`config.mk`:
```
export PLATFORM = sky130hd
export DESIGN_NAME = adc_ser_tx
export DESIGN_NICKNAME = d
export VERILOG_FILES = /design/src/rtl/adc_link_pkg.sv /design/src/rtl/adc_prbs7_gen.sv /design/src/rtl/adc_ser_tx.sv
export SDC_FILE = /design/constraint.sdc
export NUM_CORES = 1
export LEC_CHECK = 0
export BUFFER_PORTS_ARGS = -buffer_cell sky130_fd_sc_hd__buf_2
export CAP_MARGIN = 10
export CORE_MARGIN = 3
export CORE_UTILIZATION = 55
export CTS_CLUSTER_SIZE = 10
export DETAILED_ROUTE_END_ITERATION = 12
export GPL_TIMING_DRIVEN = 0
export PLACE_DENSITY = 0.92
export RECOVER_POWER = 50
export SYNTH_ARGS = -nofsm -noshare
export SYNTH_HDL_FRONTEND = slang
export SYNTH_SLANG_ARGS = --single-unit
```
`constraint.sdc`:
```
create_clock -name CLK -period 5.4 [get_ports CLK]
set_input_delay 0 -clock CLK [delete_from_list [all_inputs] [get_ports CLK]]
set_output_delay 0 -clock CLK [all_outputs]
set_load 0.1 [all_outputs]
```
`src/rtl/adc_link_pkg.sv`:
```
// Shared constants and types for the serial ADC data lane (transmitter and receiver side).
package adc_link_pkg;

   localparam int         ADC_WIDTH         = 6;
   localparam logic [5:0] ADC_TRAIN_PATTERN = 6'b111000;
   localparam logic [5:0] ADC_IDLE_WORD     = 6'b000000;

   // PRBS7: x^7 + x^6 + 1, feedback taps on state bits 6 and 5
   localparam logic [6:0] PRBS7_TAPS = 7'b1100000;
   localparam logic [6:0] PRBS7_SEED = 7'h7F;

   typedef enum logic {
      MODE_DATA     = 1'b0,
      MODE_TRAINING = 1'b1
   } mode_e;

endpackage

```
`src/rtl/adc_prbs7_gen.sv`:
```
// PRBS7 generator presenting the next WIDTH sequence bits (first bit in the MSB) and
// stepping WIDTH positions on each advance.
module adc_prbs7_gen
   import adc_link_pkg::*;
#(
   parameter int WIDTH = ADC_WIDTH
) (
   input  logic             clk,
   input  logic             rst,
   input  logic             advance,
   output logic [WIDTH-1:0] word
);

   logic [6:0] state;
   logic [6:0] state_nx;

   always_comb begin : gen_bits
      logic [6:0] s;
      logic       nb;
      // NOTE: every combinational output gets a default first so no path infers a latch.
      s        = state;
      nb       = 1'b0;
      word     = '0;
      for (int i = 0; i < WIDTH; i++) begin
         nb                = ^(s & PRBS7_TAPS);
         word[WIDTH-1-i]   = nb;
         s                 = {s[5:0], nb};
      end
      state_nx = s;
   end

   always_ff @(posedge clk) begin
      // NOTE: registers use non-blocking assignments so every flop samples pre-edge values.
      if (rst)          state <= PRBS7_SEED;
      else if (advance) state <= state_nx;
   end

endmodule

```
`src/rtl/adc_ser_tx.sv`:
```
// Serial ADC lane transmitter: WIDTH-bit frames, MSB first, with frame clock, training
// pattern and underflow count. Define ADCTX_PRBS_EN to add the PRBS7 test mode on TEST.
module adc_ser_tx
   import adc_link_pkg::*;
#(
   parameter int               WIDTH         = ADC_WIDTH,
   parameter logic [WIDTH-1:0] TRAIN_PATTERN = WIDTH'(ADC_TRAIN_PATTERN),
   parameter logic [WIDTH-1:0] IDLE_WORD     = WIDTH'(ADC_IDLE_WORD)
) (
   input  logic             CLK,
   input  logic             RST,
   input  logic [WIDTH-1:0] DIN,
   input  logic             DVALID,
   output logic             DREADY,
   input  logic             TRAIN,
   input  logic             UFCLR,
   input  logic             TEST,
   output logic             SOUT,
   output logic             FCO,
   output logic [15:0]      UFCNT
);

   localparam int            CW      = $clog2(WIDTH);
   localparam logic [CW-1:0] LAST    = CW'(WIDTH - 1);
   localparam logic [CW-1:0] HALF_M1 = CW'(WIDTH / 2 - 1);

   logic [CW-1:0]    cnt;
   logic [WIDTH-1:0] shift;
   logic             sout_q;
   logic             fco_q;
   logic             loaded;
   logic [15:0]      ufcnt_q;
   mode_e            mode;
   mode_e            next_mode;

   logic             boundary;
   logic             prbs_sel;
   logic [WIDTH-1:0] prbs_word;
   logic             underflow;
   logic [WIDTH-1:0] load_word;

   assign boundary = (cnt == LAST);

`ifdef ADCTX_PRBS_EN
   assign prbs_sel = TEST;

   adc_prbs7_gen #(.WIDTH(WIDTH)) u_prbs (
      .clk     (CLK),
      .rst     (RST),
      .advance (boundary && (next_mode == MODE_DATA) && TEST),
      .word    (prbs_word)
   );
`else
   assign prbs_sel  = 1'b0;
   assign prbs_word = '0;
`endif

   // Mode only changes at the frame boundary, so a TRAIN edge mid-frame cannot touch the word in flight.
   always_comb begin
      next_mode = mode;
      load_word = IDLE_WORD;
      underflow = 1'b0;
      if (boundary) begin
         next_mode = TRAIN ? MODE_TRAINING : MODE_DATA;
         if (next_mode == MODE_TRAINING) load_word = TRAIN_PATTERN;
         else if (prbs_sel)              load_word = prbs_word;
         else if (DVALID)                load_word = DIN;
         else                            underflow = 1'b1;
      end
   end

   assign DREADY = boundary && (next_mode == MODE_DATA) && !prbs_sel;

   always_ff @(posedge CLK) begin
      if (RST) begin
         cnt     <= '0;
         shift   <= '0;
         sout_q  <= 1'b0;
         fco_q   <= 1'b0;
         loaded  <= 1'b0;
         ufcnt_q <= '0;
         mode    <= MODE_DATA;
      end else begin
         mode <= next_mode;
         cnt  <= boundary ? '0 : cnt + 1'b1;
         if (boundary) begin
            sout_q <= load_word[WIDTH-1];
            shift  <= {load_word[WIDTH-2:0], 1'b0};
            loaded <= 1'b1;
         end else begin
            sout_q <= shift[WIDTH-1];
            shift  <= {shift[WIDTH-2:0], 1'b0};
         end
         // High for the upper half of each frame; held low until the first word is loaded.
         fco_q <= boundary || (loaded && (cnt < HALF_M1));
         if (UFCLR)                                ufcnt_q <= '0;
         else if (underflow && (ufcnt_q != '1))    ufcnt_q <= ufcnt_q + 16'd1;
      end
   end

   assign SOUT  = sout_q;
   assign FCO   = fco_q;
   assign UFCNT = ufcnt_q;

endmodule

```
==> results_tabular.tex <==
\begin{tabular}{lr}
\hline
Metric & Value \\
\hline
\multicolumn{2}{l}{\textbf{Drt}} \\
Drt wl/cell & roughly 14 µm \\
Total vias in the final route & between 1000 and 1500 \\
Aggregate routed wire length & approximately 3000 µm \\
Residual DRC & 0 \\
Iteration-0 DRC Markers & about 50 \\
Final ANT Viol Nets & 0 \\
Vias/cell & 5.95 \\
Count of TritonRoute iterations in the first routing pass & 4 \\
\multicolumn{2}{l}{\textbf{Yosys}} \\
Area fraction in compound gates after synthesis & between 15 and 20\% \\
Mux contribution to synthesized area & $\sim$1.6\% \\
Synthesized net count & $\sim$160 \\
Yosys warns & 0 \\
Count of mapped cells out of synthesis & 147 \\
Cell area after technology mapping & 1280 µm² \\
Simple-gate area share of the yosys netlist & about a third \\
Sequential share of the synthesized area & 42.3\% \\
Largest family of logic cells by synthesized area & simple AND/OR/NAND/NOR gates \\
Number of distinct standard cells referenced by the synthesized netlist & 38 \\
Arithmetic-cell share of the synthesized area counting full adders, half adders and majority gates & under 10\% \\
XOR/XNOR share of the synthesized area & 0\% \\
Syn\_area\_per\_cell & about 8.7 µm² \\
Total of flip-flops plus latches after synthesis & 27 \\
\multicolumn{2}{l}{\textbf{Critical path}} \\
CP Buf/Inv Count & 2 \\
Master of the slowest instance on the critical path & sky130\_fd\_sc\_hd\_\_or4\_1 \\
Critical path peak fanout & 9 \\
Class of the most critical setup path & reg -> reg \\
Critical path data required time & roughly 5.6 ns \\
Cells along the critical path & ha\_1 > nand4bb\_1 > buf\_2 > or2\_0 > clkbuf\_2 > or4\_1 > a21oi\_1 \\
Worst setup path startpoint & cnt[0]\$\_SDFF\_PP0\_ \\
Nature of the critical path startpoint & flop \\
Worst r2r src & cnt[0]\$\_SDFF\_PP0\_ \\
Stage delay of the slowest cell on the critical path & between 0.4 and 0.5 ns \\
Data arrival, critical path & 2.29 ns \\
Kind of cell adding the most delay to the critical path & simple AND/OR/NAND/NOR gates \\
Register-to-register setup slack & about 3.4 ns \\
Kind of end point of the critical path & flop \\
\multicolumn{2}{l}{\textbf{Die}} \\
Vertical extent of the die & roughly 54 µm \\
Core Rows & 16 \\
Area of the die & just under 3000 µm² \\
Core Box Area & $\sim$2100 µm² \\
Die X-Extent & approximately 54 µm \\
Initial core utilization & 61.4\% \\
\# IOs & 31 \\
\multicolumn{2}{l}{\textbf{Timing}} \\
Slew at the pin with the worst max-slew slack & between 1 and 1.5 ns \\
Number of max-slew violations in the final report & 0 \\
RSZ-0062 raised after global routing & false \\
Maximum clock frequency & between 0.4 and 0.5 GHz \\
Layout Skew & 0.0167 ns \\
Crit share post-route & between 30\% and 40\% \\
Clock period minus final worst setup slack & $\sim$2.0 ns \\
Tightest slew margin relative to the limit & 22.5\% \\
Sum Neg Setup Slack & 0 ns \\
Post-route worst hold slack & between 0.015 and 0.02 ns \\
Final-report hold violation count & 0 \\
Final worst setup slack & approximately 3.4 ns \\
Final Setup Violations & 0 \\
\multicolumn{2}{l}{\textbf{Hold path}} \\
Class of the tightest hold or removal check & in -> reg \\
Min-Delay Startpoint & DIN[3] \\
\multicolumn{2}{l}{\textbf{Placed design}} \\
Weighted congestion reported at the end of routability-driven placement & a little over 0.8 \\
Dpl hpwl & between 2000 and 2500 µm \\
Number of port buffers & 29 \\
Pre-CTS setup slack & around 3.4 ns \\
Placed instance count & 203 \\
\multicolumn{2}{l}{\textbf{Clock network}} \\
Clock root cell & sky130\_fd\_sc\_hd\_\_clkbuf\_4 \\
Num CTS Buffers & 3 \\
Latest clock arrival within the worst-skew pair & about 0.32 ns \\
CTS H-tree lvls & 1 \\
Worst-case clock buffer depth & 2 \\
Post-cts resize count & 0 \\
Clock tree from TritonCTS & built \\
Sink Count & 27 \\
Clock Pin Slew Worst Setup and Hold Paths & around 0.15 ns \\
\multicolumn{2}{l}{\textbf{Layout}} \\
Multi-input gate area & just under 700 µm² \\
Fin util & about three quarters \\
Number of fillers in the final layout & around 180 \\
Number of non-filler instances in the completed layout & $\sim$210 \\
Most common cell after layout, fill and taps aside & sky130\_fd\_sc\_hd\_\_dfxtp\_1 \\
Antenna diodes & 0 \\
Most frequent cells in the layout & 27 x sky130\_fd\_sc\_hd\_\_dfxtp\_1, 22 x sky130\_fd\_sc\_hd\_\_clkbuf\_1, 14 x sky130\_fd\_sc\_hd\_\_nor2\_1 \\
Layout area overhead & 19.1\% \\
Area taken by flip-flops and latches & between 500 and 600 µm² \\
Fraction of final layout cells sized beyond drive strength 1 & 14.5\% \\
Layout Nets & between 200 and 250 \\
\multicolumn{2}{l}{\textbf{Run}} \\
Number of max-capacitance violations reported & 0 \\
\multicolumn{2}{l}{\textbf{Global route}} \\
Largest net degree at the start of global routing & 16 \\
Total global-route track usage & $\sim$23\% \\
Antenna violations before repair & 0 \\
First-pass GRT wire length & between 5000 and 6000 µm \\
Final global-route overflow total & 0 \\
Via count of the first global-routing pass & $\sim$1200 \\
\multicolumn{2}{l}{\textbf{Pwr}} \\
Static leakage & around 0.49 nW \\
Peak supply drop & 0.208 mV \\
Total power divided by cell area & approximately 210 nW/µm² \\
\multicolumn{2}{l}{\textbf{Status}} \\
Run status & finished clean \\
\hline
\end{tabular}
==> logic make-up (layout without fill, tap and decap cells) <==
logic type	Yosys count	count (layout)
simple gates	68	68
compound gates	35	35
flops	27	27
buf+inv	12	51
fa+ha+maj	3	3
mux	2	2
==> flip-flops by register name, summed over array words and instances, names as in the netlist <==
register	count
FCO	1
SOUT	1
UFCNT	16
cnt	3
loaded	1
shift	5
==> path summary, 6_finish.rpt <==
kind,cells after the start,endpoint
max,7,UFCNT[9]$_SDFFE_PP0P_
min,3,shift[4]$_SDFF_PP0_
max reg2reg,7,UFCNT[9]$_SDFFE_PP0P_
min reg2reg,1,cnt[0]$_SDFF_PP0_
==> synth_stat cells <==
| cell type | number | share of area [%] |
|---|---|---|
| sky130_fd_sc_hd__a211oi_1 | 4 | 2.4 |
| sky130_fd_sc_hd__nor4_1 | 2 | 0.98 |
| sky130_fd_sc_hd__buf_1 | 1 | 0.29 |
| sky130_fd_sc_hd__nor2_1 | 14 | 4.1 |
| sky130_fd_sc_hd__and3b_1 | 1 | 0.69 |
| sky130_fd_sc_hd__nand4bb_1 | 1 | 0.88 |
| sky130_fd_sc_hd__and4bb_2 | 1 | 0.98 |
| sky130_fd_sc_hd__nor3b_1 | 1 | 0.59 |
| sky130_fd_sc_hd__or3_1 | 4 | 2.0 |
| sky130_fd_sc_hd__o311a_1 | 1 | 0.78 |
| sky130_fd_sc_hd__inv_1 | 4 | 1.2 |
| sky130_fd_sc_hd__and2_1 | 1 | 0.49 |
| sky130_fd_sc_hd__nor3_1 | 8 | 3.1 |
| sky130_fd_sc_hd__or2_0 | 1 | 0.49 |
| sky130_fd_sc_hd__nand2_1 | 8 | 2.4 |
| sky130_fd_sc_hd__nand4_1 | 5 | 2.4 |
| sky130_fd_sc_hd__nand3b_1 | 1 | 0.59 |
| sky130_fd_sc_hd__buf_2 | 2 | 0.78 |
| sky130_fd_sc_hd__mux2i_1 | 2 | 1.6 |
| sky130_fd_sc_hd__nor4_2 | 1 | 0.98 |
| sky130_fd_sc_hd__o21bai_1 | 1 | 0.59 |
| sky130_fd_sc_hd__and3_1 | 1 | 0.49 |
| sky130_fd_sc_hd__ha_1 | 3 | 2.9 |
| sky130_fd_sc_hd__or4_1 | 7 | 4.1 |
| sky130_fd_sc_hd__a22oi_1 | 2 | 1.2 |
| sky130_fd_sc_hd__o31ai_1 | 7 | 4.1 |
| sky130_fd_sc_hd__o21ai_0 | 5 | 2.0 |
| sky130_fd_sc_hd__nand3_1 | 4 | 1.6 |
| sky130_fd_sc_hd__a21oi_1 | 13 | 5.1 |
| sky130_fd_sc_hd__dfxtp_1 | 27 | 42 |
| sky130_fd_sc_hd__o31a_1 | 1 | 0.69 |
| sky130_fd_sc_hd__nand4_2 | 2 | 2.0 |
| sky130_fd_sc_hd__or3_4 | 1 | 0.88 |
| sky130_fd_sc_hd__clkbuf_2 | 1 | 0.39 |
| sky130_fd_sc_hd__o21ba_2 | 1 | 0.78 |
| sky130_fd_sc_hd__or2_2 | 3 | 1.5 |
| sky130_fd_sc_hd__nor4b_1 | 1 | 0.69 |
| sky130_fd_sc_hd__clkbuf_1 | 4 | 1.2 |
==> where the power goes <==
group	switching, mW	internal (mW)
Clock	0.0585	0.0277
Sequential	0.00204	0.202
Combinational	0.0135	0.0106
Total	0.0741	0.240
==> worst min-delay path: cells and delay by family <==
kind	cells	cell delay, ns
AO/OA/AOI/OAI	1	0.06
AND/OR/NAND/NOR	1	0.15
buffers and inverters	1	0.09
==> timing repair <==
item / in CTS / in global routing
hold buffers: 6 / 0
hold endpoints to repair: 7 / 0
buffers inserted: 0 / 0
==> metrics by stage <==
stage | power, mW | instance area, µm²
final | 0.314 | 1520
after CTS | 0.316 | 1540
after global routing | 0.327 | 1520
after floorplan | 0.221 | 1280
after global placement | 0.227 | 1460
after detailed placement | 0.229 | 1460
==> cell type report <==
class / instances / area share [%]
Buffer: 8 / 2.22
Clock inverter: 1 / 0.329
Multi-Input combinational cell: 108 / 45.2
Timing Repair Buffer: 35 / 12.0
Tap cell: 27 / 2.22
Sequential cell: 27 / 35.5
Clock buffer: 3 / 1.48
Inverter: 4 / 0.987
==> metal layers <==
metal,up-vias,share of wire (%),track usage (%)
li1,628,-,-
met1,586,45,30.2
met2,47,48,37.3
met3,6,5.4,3.60
met4,0,1.7,9.96
met5,-,0,0
Note: power is estimated with default switching activity, not from simulation.
